`src/rtl/disp_share_pkg.sv`:
```
// disp_share_pkg: shared width, state encoding and default dwell for the display scheduler
package disp_share_pkg;
    localparam int DISP_W = 16;
    localparam int DWELL_DEF = 5000000;
    typedef enum logic [1:0] {IDLE = 2'd0, SHOW = 2'd1, URGENT = 2'd2} state_t;
endpackage

```
`src/rtl/disp_share_sched_rr_pick.sv`:
```
// rr_pick: first asserted request at or strictly after a start index, wrapping modulo N
module rr_pick #(
    parameter int N = 4,
    parameter int W = 2
) (
    input  logic [N-1:0] req_i,
    input  logic [W-1:0] start_i,
    input  logic         incl_i,
    output logic [W-1:0] idx_o,
    output logic         found_o
);
    logic [W-1:0] c;
    always_comb begin
        c = '0;
        idx_o = '0;
        found_o = 1'b0;
        for (int k = N - 1; k >= 0; k--) begin
            c = W'((int'(start_i) + k + int'(!incl_i)) % N);
            if (req_i[c]) begin
                idx_o = c;
                found_o = 1'b1;
            end
        end
    end
endmodule

```
`src/rtl/disp_share_sched.sv`:
```
// disp_share_sched: round-robin/urgent time-sharing of one 16-bit display; DISP_SHARE_HOLD_EN adds a hold input that freezes the dwell
module disp_share_sched
    import disp_share_pkg::*;
#(
    parameter int N_SRC = 4,
    parameter int SRC_W = 2,
    parameter int DWELL = DWELL_DEF
) (
    input  logic                      clk5,
    input  logic                      reset,
`ifdef DISP_SHARE_HOLD_EN
    input  logic                      hold,
`endif
    input  logic [DISP_W*N_SRC-1:0]   srcVal,
    input  logic [N_SRC-1:0]          srcReq,
    input  logic [N_SRC-1:0]          urgent,
    output logic [DISP_W-1:0]         dispVal,
    output logic [N_SRC-1:0]          grant,
    output logic [SRC_W-1:0]          srcSel,
    output logic [3:0]                dispDots
);
    localparam int CW = $clog2(DWELL);
    state_t st_q, st_d;
    logic [SRC_W-1:0] sel_q, sel_d, rr_q, rr_d, r_idx, u_idx;
    logic [CW-1:0] cnt_q, cnt_d;
    logic [N_SRC-1:0] req;
    logic r_found, u_found, frz;
`ifdef DISP_SHARE_HOLD_EN
    assign frz = hold;
`else
    assign frz = 1'b0;
`endif
    assign req = srcReq | urgent;
    assign srcSel = sel_q;
    rr_pick #(.N(N_SRC), .W(SRC_W)) u_rot (
        .req_i(req), .start_i(rr_q), .incl_i(st_q == IDLE), .idx_o(r_idx), .found_o(r_found)
    );
    rr_pick #(.N(N_SRC), .W(SRC_W)) u_urg (
        .req_i(urgent), .start_i('0), .incl_i(1'b1), .idx_o(u_idx), .found_o(u_found)
    );
    // rr_q always equals the shown source while in SHOW, so one rotation picker serves every case
    always_comb begin
        st_d = st_q;
        sel_d = sel_q;
        rr_d = rr_q;
        cnt_d = cnt_q;
        if (u_found) begin
            st_d = URGENT;
            sel_d = u_idx;
            cnt_d = '0;
        end else if (st_q != SHOW || !req[sel_q] || (cnt_q == CW'(DWELL - 1) && !frz)) begin
            st_d = r_found ? SHOW : IDLE;
            sel_d = r_found ? r_idx : '0;
            rr_d = r_found ? r_idx : rr_q;
            cnt_d = '0;
        end else begin
            cnt_d = cnt_q + CW'(!frz);
        end
    end
    always_ff @(posedge clk5) begin
        if (reset) begin
            st_q <= IDLE;
            sel_q <= '0;
            rr_q <= '0;
            cnt_q <= '0;
            dispVal <= '0;
            grant <= '0;
            dispDots <= '0;
        end else begin
            st_q <= st_d;
            sel_q <= sel_d;
            rr_q <= rr_d;
            cnt_q <= cnt_d;
            dispVal <= (st_d == IDLE) ? '0 : srcVal[sel_d*DISP_W +: DISP_W];
            grant <= (st_d == IDLE) ? '0 : N_SRC'(1) << sel_d;
            dispDots <= (st_d == IDLE) ? '0 : 4'd1 << 2'(sel_d);
        end
    end
endmodule

```
`config.mk`:
```
export PLATFORM = sky130hd
export DESIGN_NAME = disp_share_sched
export DESIGN_NICKNAME = d
export VERILOG_FILES = /design/src/rtl/disp_share_pkg.sv /design/src/rtl/disp_share_sched_rr_pick.sv /design/src/rtl/disp_share_sched.sv
export SDC_FILE = /design/constraint.sdc
export NUM_CORES = 1
export LEC_CHECK = 0
export CAP_MARGIN = 40
export CORE_MARGIN = 1.5
export CORE_UTILIZATION = 65
export DETAILED_ROUTE_END_ITERATION = 7
export DONT_BUFFER_PORTS = 1
export GPL_TIMING_DRIVEN = 0
export HOLD_SLACK_MARGIN = 0.06
export PLACE_DENSITY_LB_ADDON = 0.3
export SLEW_MARGIN = 20
export SYNTH_ARGS = -nofsm -noshare
export SYNTH_HDL_FRONTEND = slang
export SYNTH_SLANG_ARGS = --single-unit
```
`constraint.sdc`:
```
create_clock -name clk5 -period 4.5 [get_ports clk5]
set_input_delay 0.675 -clock clk5 [delete_from_list [all_inputs] [get_ports clk5]]
set_output_delay 0.675 -clock clk5 [all_outputs]
set_load 0.05 [all_outputs]
```
# Word level (Yosys, flattened, before mapping)
# Cells that the tools add are included.
# word_totals
out_inout_bits,26
in_bits,74
reg_bits,49
# op_classes
bitwise_logic,2
muxes,32
eq_ne,2
shifts,2
addsub,8
n_lt_le_gt_ge,5
n_reduce_logical,9
# ops
op,count
indexed part select 64 x 7 -> 16 bit,1
2-to-1 mux 2 bit,13
"adder 23 x 1 -> 23 bit, second input constant",1
"equality test 23 bit, second input constant",1
"less-than comparator 2 x 3 -> 1 bit, second input constant",5
2-to-1 mux 1 bit,14
binary-select mux 1 bit (select 2 bit),5
adder 2 bit,3
"adder 2 bit, second input constant",2
logical NOT 2 bit,2
bitwise OR 4 bit,1
"<< shifter 1 x 2 -> 4 bit, first input constant",1
AND reduction 3 bit,1
OR reduction 3 bit,1
adder 2 x 1 -> 2 bit,1
"adder 2 x 1 -> 2 bit, second input constant",1
logical NOT 1 bit,2
logical OR 1 bit,2
"!= test 2 x 1 -> 1 bit, second input constant",1
OR reduction 2 bit,1
inverter 1 bit,1

# Longest topological paths before layout
# depth
ltp_word,14
ltp_mapped,12
depth_no_buf,10

# Hierarchy
# A second synthesis with hierarchy kept.
# hier_totals
cells_unflattened,328
hier_area_um2,2896.5
# by_module_without_submodules
module,cells_per_inst,seq_area_each_um2,n_inst,area_each_um2
disp_share_sched,236,980.9,1,2233.4
rr_pick,46,0.0,2,331.6

# Least setup slack after synthesis
# No wires, ideal clock.
# synth_timing
kind,register -> register
from,register st_q[1]
to,register dispVal[11]
t_required_ns,4.375
path_buffers,2
stages_incl_launch_ff,12
path_slack_ns,1.754
t_arrival_ns,2.621
setup_ns,0.125
path_cell_list,dfxtp_1 -> or2_2 -> ha_1 -> xor2_1 -> mux2_4 -> a221oi_4 -> o22ai_1 -> a221oi_2 -> buf_6 -> buf_6 -> mux2i_1 -> o22ai_2
# synth_between
elab_chain_len,14
# synth_lines
item,line_no,source
"start, declared",disp_share_sched.sv:23,"state_t st_q, st_d;"
"start signal, assigned",disp_share_sched.sv:70,st_q <= st_d;
branches (longest 14 deep; another with adder 2 bit),--,
"end signal, assigned",disp_share_sched.sv:74,dispVal <= (st_d == IDLE) ? '0 : srcVal[sel_d*DISP_W +: DISP_W];
"end, declared",disp_share_sched.sv:17,"output logic [DISP_W-1:0] dispVal,"
# Several ways; the timed one is not identified. The select of a mux whose other input is x is not followed.
# A chain may end at the register's enable or synchronous reset.

# Worst setup path in the final report
# layout_timing
from,register st_q[1]
to,register dispVal[15]
# The elaborated chain is that of the path after synthesis.

==> key figures <==
Outcome
  • Outcome: finished clean

Yosys
  • Synth Warn #: 0
  • Primary FF master, synth: dfxtp_1
  • Top cells by area, synth: dfxtp_1 (38%), mux2i_1 (14%), nor2_1 (5.3%), xnor2_1 (4.1%), xor2_1 (4.1%)
  • Syn nets: 337
  • Post-synth ARST share: 0%
  • Synth top area share: 38.4%
  • Synth top cells by count: dfxtp_1 (49), nor2_1 (36), mux2i_1 (35)
  • Top-count cell post-synth: dfxtp_1
  • Synth Cell Area: 2560 um^2
  • Cell taking the most area after synthesis: dfxtp_1
  • Yosys reg bits: 49
  • Register area share after synthesis: 38.4%
  • Number of synthesized flops with an enable pin: 0
  • Avg Inst Size Synth: 9.84 um^2
  • Mapped Cells: 260
  • Unique masters post-synth: 44

Clock network
  • H-tree lvl count: 2
  • Post-cts sizing count: 0
  • Clock Tree Buf Depth: 2
  • CTS buffer count: 5
  • Clk slew on worst S/H paths: 0.09 ns
  • CTS tree: done
  • Setup repair bufs after CTS: 0
  • Hold Buf Count CTS: 0
  • Clk Latency, worst-skew pair: 0.30 ns
  • Clock sink total: 49
  • Root Driver: clkbuf_8

Global route
  • Largest net degree at the start of global routing: 15
  • Initial antenna violation count: 0
  • Total grt overflow: 0
  • Overall global routing resource usage: 24.2%
  • Met3 Usage GRT: 6.51%
  • Vias in the first global route: 1,863
  • Met2 usage: 42.4%
  • First-pass GRT wire length: 8180 um
  • GRT Max-Usage Layer: met2
  • Met1 Resource Use GR: 29.1%

Timing
  • Layout Skew: 0.00829 ns
  • Fmax: 0.330 GHz
  • Unrepaired setup endpoints after global routing: false
  • Final setup viols: 0
  • Clock period minus worst slack: 3.03 ns
  • Tcrit/Tclk final: 67.3%
  • Post-route setup TNS: 0 ns
  • Max_slew headroom: 57.0%
  • Tightest Pin Transition: 0.643 ns
  • Final setup margin: 1.47 ns
  • Final hold vios: 0
  • Max Slew Vio Count: 0

Finish
  • Sequential cell area: 981 um^2
  • Layout area overhead: 6.90%
  • Fin nets: 344
  • Antenna diodes: 0
  • Layout cells sized above 1: 13.4%
  • Multi-input gate area: 1410 um^2
  • # fillers: 293

Critical path
  • CP Depth: 11
  • CP Data Required Time: 4.69 ns
  • Crit. End Element: flop
  • Most Frequent Cell on Critical Path: buf_6
  • CP Buf/Inv Count: 2
  • Reg2reg start: st_q[1]
  • Arr. time, crit path: 3.22 ns
  • Slowest CP cell: mux2_4
  • Top delay family on crit path: compound AO/OA/AOI/OAI gates
  • Register-to-register path setup slack: 1.47 ns
  • Crit path to: dispVal[15]
  • Critical path origin: st_q[1]
  • Max incr delay on CP: 0.35 ns
  • RR Endpoint: dispVal[15]
  • CP startpoint kind: flop
  • Worst-path maximum fanout: 10
  • R2R depth: 11
  • Cell Chain, Critical Path: or2_2 -> ha_1 -> xor2_1 -> mux2_4 -> a221oi_4 -> o22ai_1 -> a221oi_2 -> buf_6 -> buf_6 -> mux2i_1 -> o22ai_2
  • Setup CP Type: flop to flop

Pwr
  • VDD IR max: 0.225 mV
  • Leak Pwr: 1.03 nW
  • PD cells: 349 nW/um^2

Die
  • Starting Density: 68.8%
  • I/O pin cnt: 100
  • Die height: 65.7 um
  • Site Rows: 22
  • Die width: 65.7 um
  • Core ar.: 3720 um^2
  • Die ar.: 4320 um^2

Drt
  • DRT antenna net count: 0
  • Via density: 5.89
  • Pre-antenna DRT Iters: 4
  • Vias: 1,861
  • Average wire per standard cell: 15.7 um
  • Total Wirelength: 4970 um
  • DRT iter0 DRCs: 93
  • DRC Markers: 0

Placement
  • I/O Buffers: 0
  • DP HPWL: 3750 um
  • Routability congestion estimate: 0.850
  • Post-Place Worst Slack: 1.49 ns

Worst hold path
  • Hold Path Class: primary input to flop

Run
  • MaxCap Viol Count: 0
==> flip-flops by register name, indices dropped and copies added, names as in the netlist <==
register and cells:
st_q 2, cnt_q 23, rr_q 2, dispVal 16, dispDots 4, srcSel 2
==> worst reg2reg max path, stage by stage, from the launching register on <==
cell	delay, ns
dfxtp_1	0.32
or2_2	0.32
ha_1	0.23
xor2_1	0.31
mux2_4	0.35
a221oi_4	0.23
o22ai_1	0.14
a221oi_2	0.28
buf_6	0.22
buf_6	0.18
mux2i_1	0.25
o22ai_2	0.10
==> power by group <==
group | switching, mW | total (mW) | leakage, nW | internal (mW)
sequential | 0.0696 | 0.521 | 0.401 | 0.452
combinational | 0.0575 | 0.112 | 0.566 | 0.0548
clock | 0.140 | 0.321 | 0.0585 | 0.181
total | 0.267 | 0.955 | 1.03 | 0.688
==> worst min path at each step <==
| stage | startpoint | cells past startpoint | slack [ns] | endpoint |
|---|---|---|---|---|
| 6_report | reset | 1 | 0.44 | srcSel[0] |
| 5_1_grt | reset | 1 | 0.44 | rr_q[0] |
| 4_1_cts | reset | 1 | 0.44 | srcSel[0] |
| 3_5_place_dp | cnt_q[0] | 1 | 0.46 | cnt_q[0] |
| 3_3_place_gp | cnt_q[0] | 1 | 0.44 | cnt_q[0] |
| 2_1_floorplan | cnt_q[0] | 1 | 0.43 | cnt_q[0] |
==> per-stage QoR <==
step	power [mW]	cell area, um^2	hold slack [ns]	cells	utilization (%)
after floorplan	0.628	2560	0.426	260	-
after CTS	0.957	2730	0.439	316	73.6
after global routing	0.984	2730	0.437	316	73.6
after detailed placement	0.644	2620	0.457	308	70.4
final	0.955	2730	0.439	316	73.6
after global placement	0.642	2620	0.442	308	70.4
==> layer usage <==
layer,up-vias,share of wire [%]
met5,-,0
met4,0,1.3
met3,7,5.6
met2,55,50
met1,860,43
li1,939,-
==> cell usage in the layout (no fill, tap or decap), types with 5 or more instances in the layout <==
cell type / count
nand3_1: 10
nand2_1: 9
clkbuf_8: 6
dfxtp_1: 49
xor2_1: 12
inv_1: 8
o22ai_1: 10
nor2_1: 36
and3_1: 8
mux2i_1: 35
buf_6: 5
o22ai_2: 8
xnor2_1: 12
==> layout make-up <==
class / count / area share [%]
buffer: 14 / 5.03
clock buffer: 7 / 3.16
clock inverter: 1 / 1.10
inverter: 8 / 1.10
multi-input combinational: 189 / 51.5
sequential: 49 / 35.9
tap: 48 / 2.20
==> kinds of logic (layout without fill, tap and decap cells) <==
| group | count (synthesis) | after routing | share of synthesized area [%] |
|---|---|---|---|
| compound gates | 35 | 35 | 12.8 |
| xor+xnor | 24 | 24 | 8.22 |
| fa+ha+maj | 3 | 3 | 1.47 |
| buf+inv | 22 | 30 | 6.56 |
| flops | 49 | 49 | 38.4 |
| mux | 38 | 38 | 15.3 |
| simple gates | 89 | 89 | 17.3 |
Note: power is estimated with default switching activity, not from simulation.
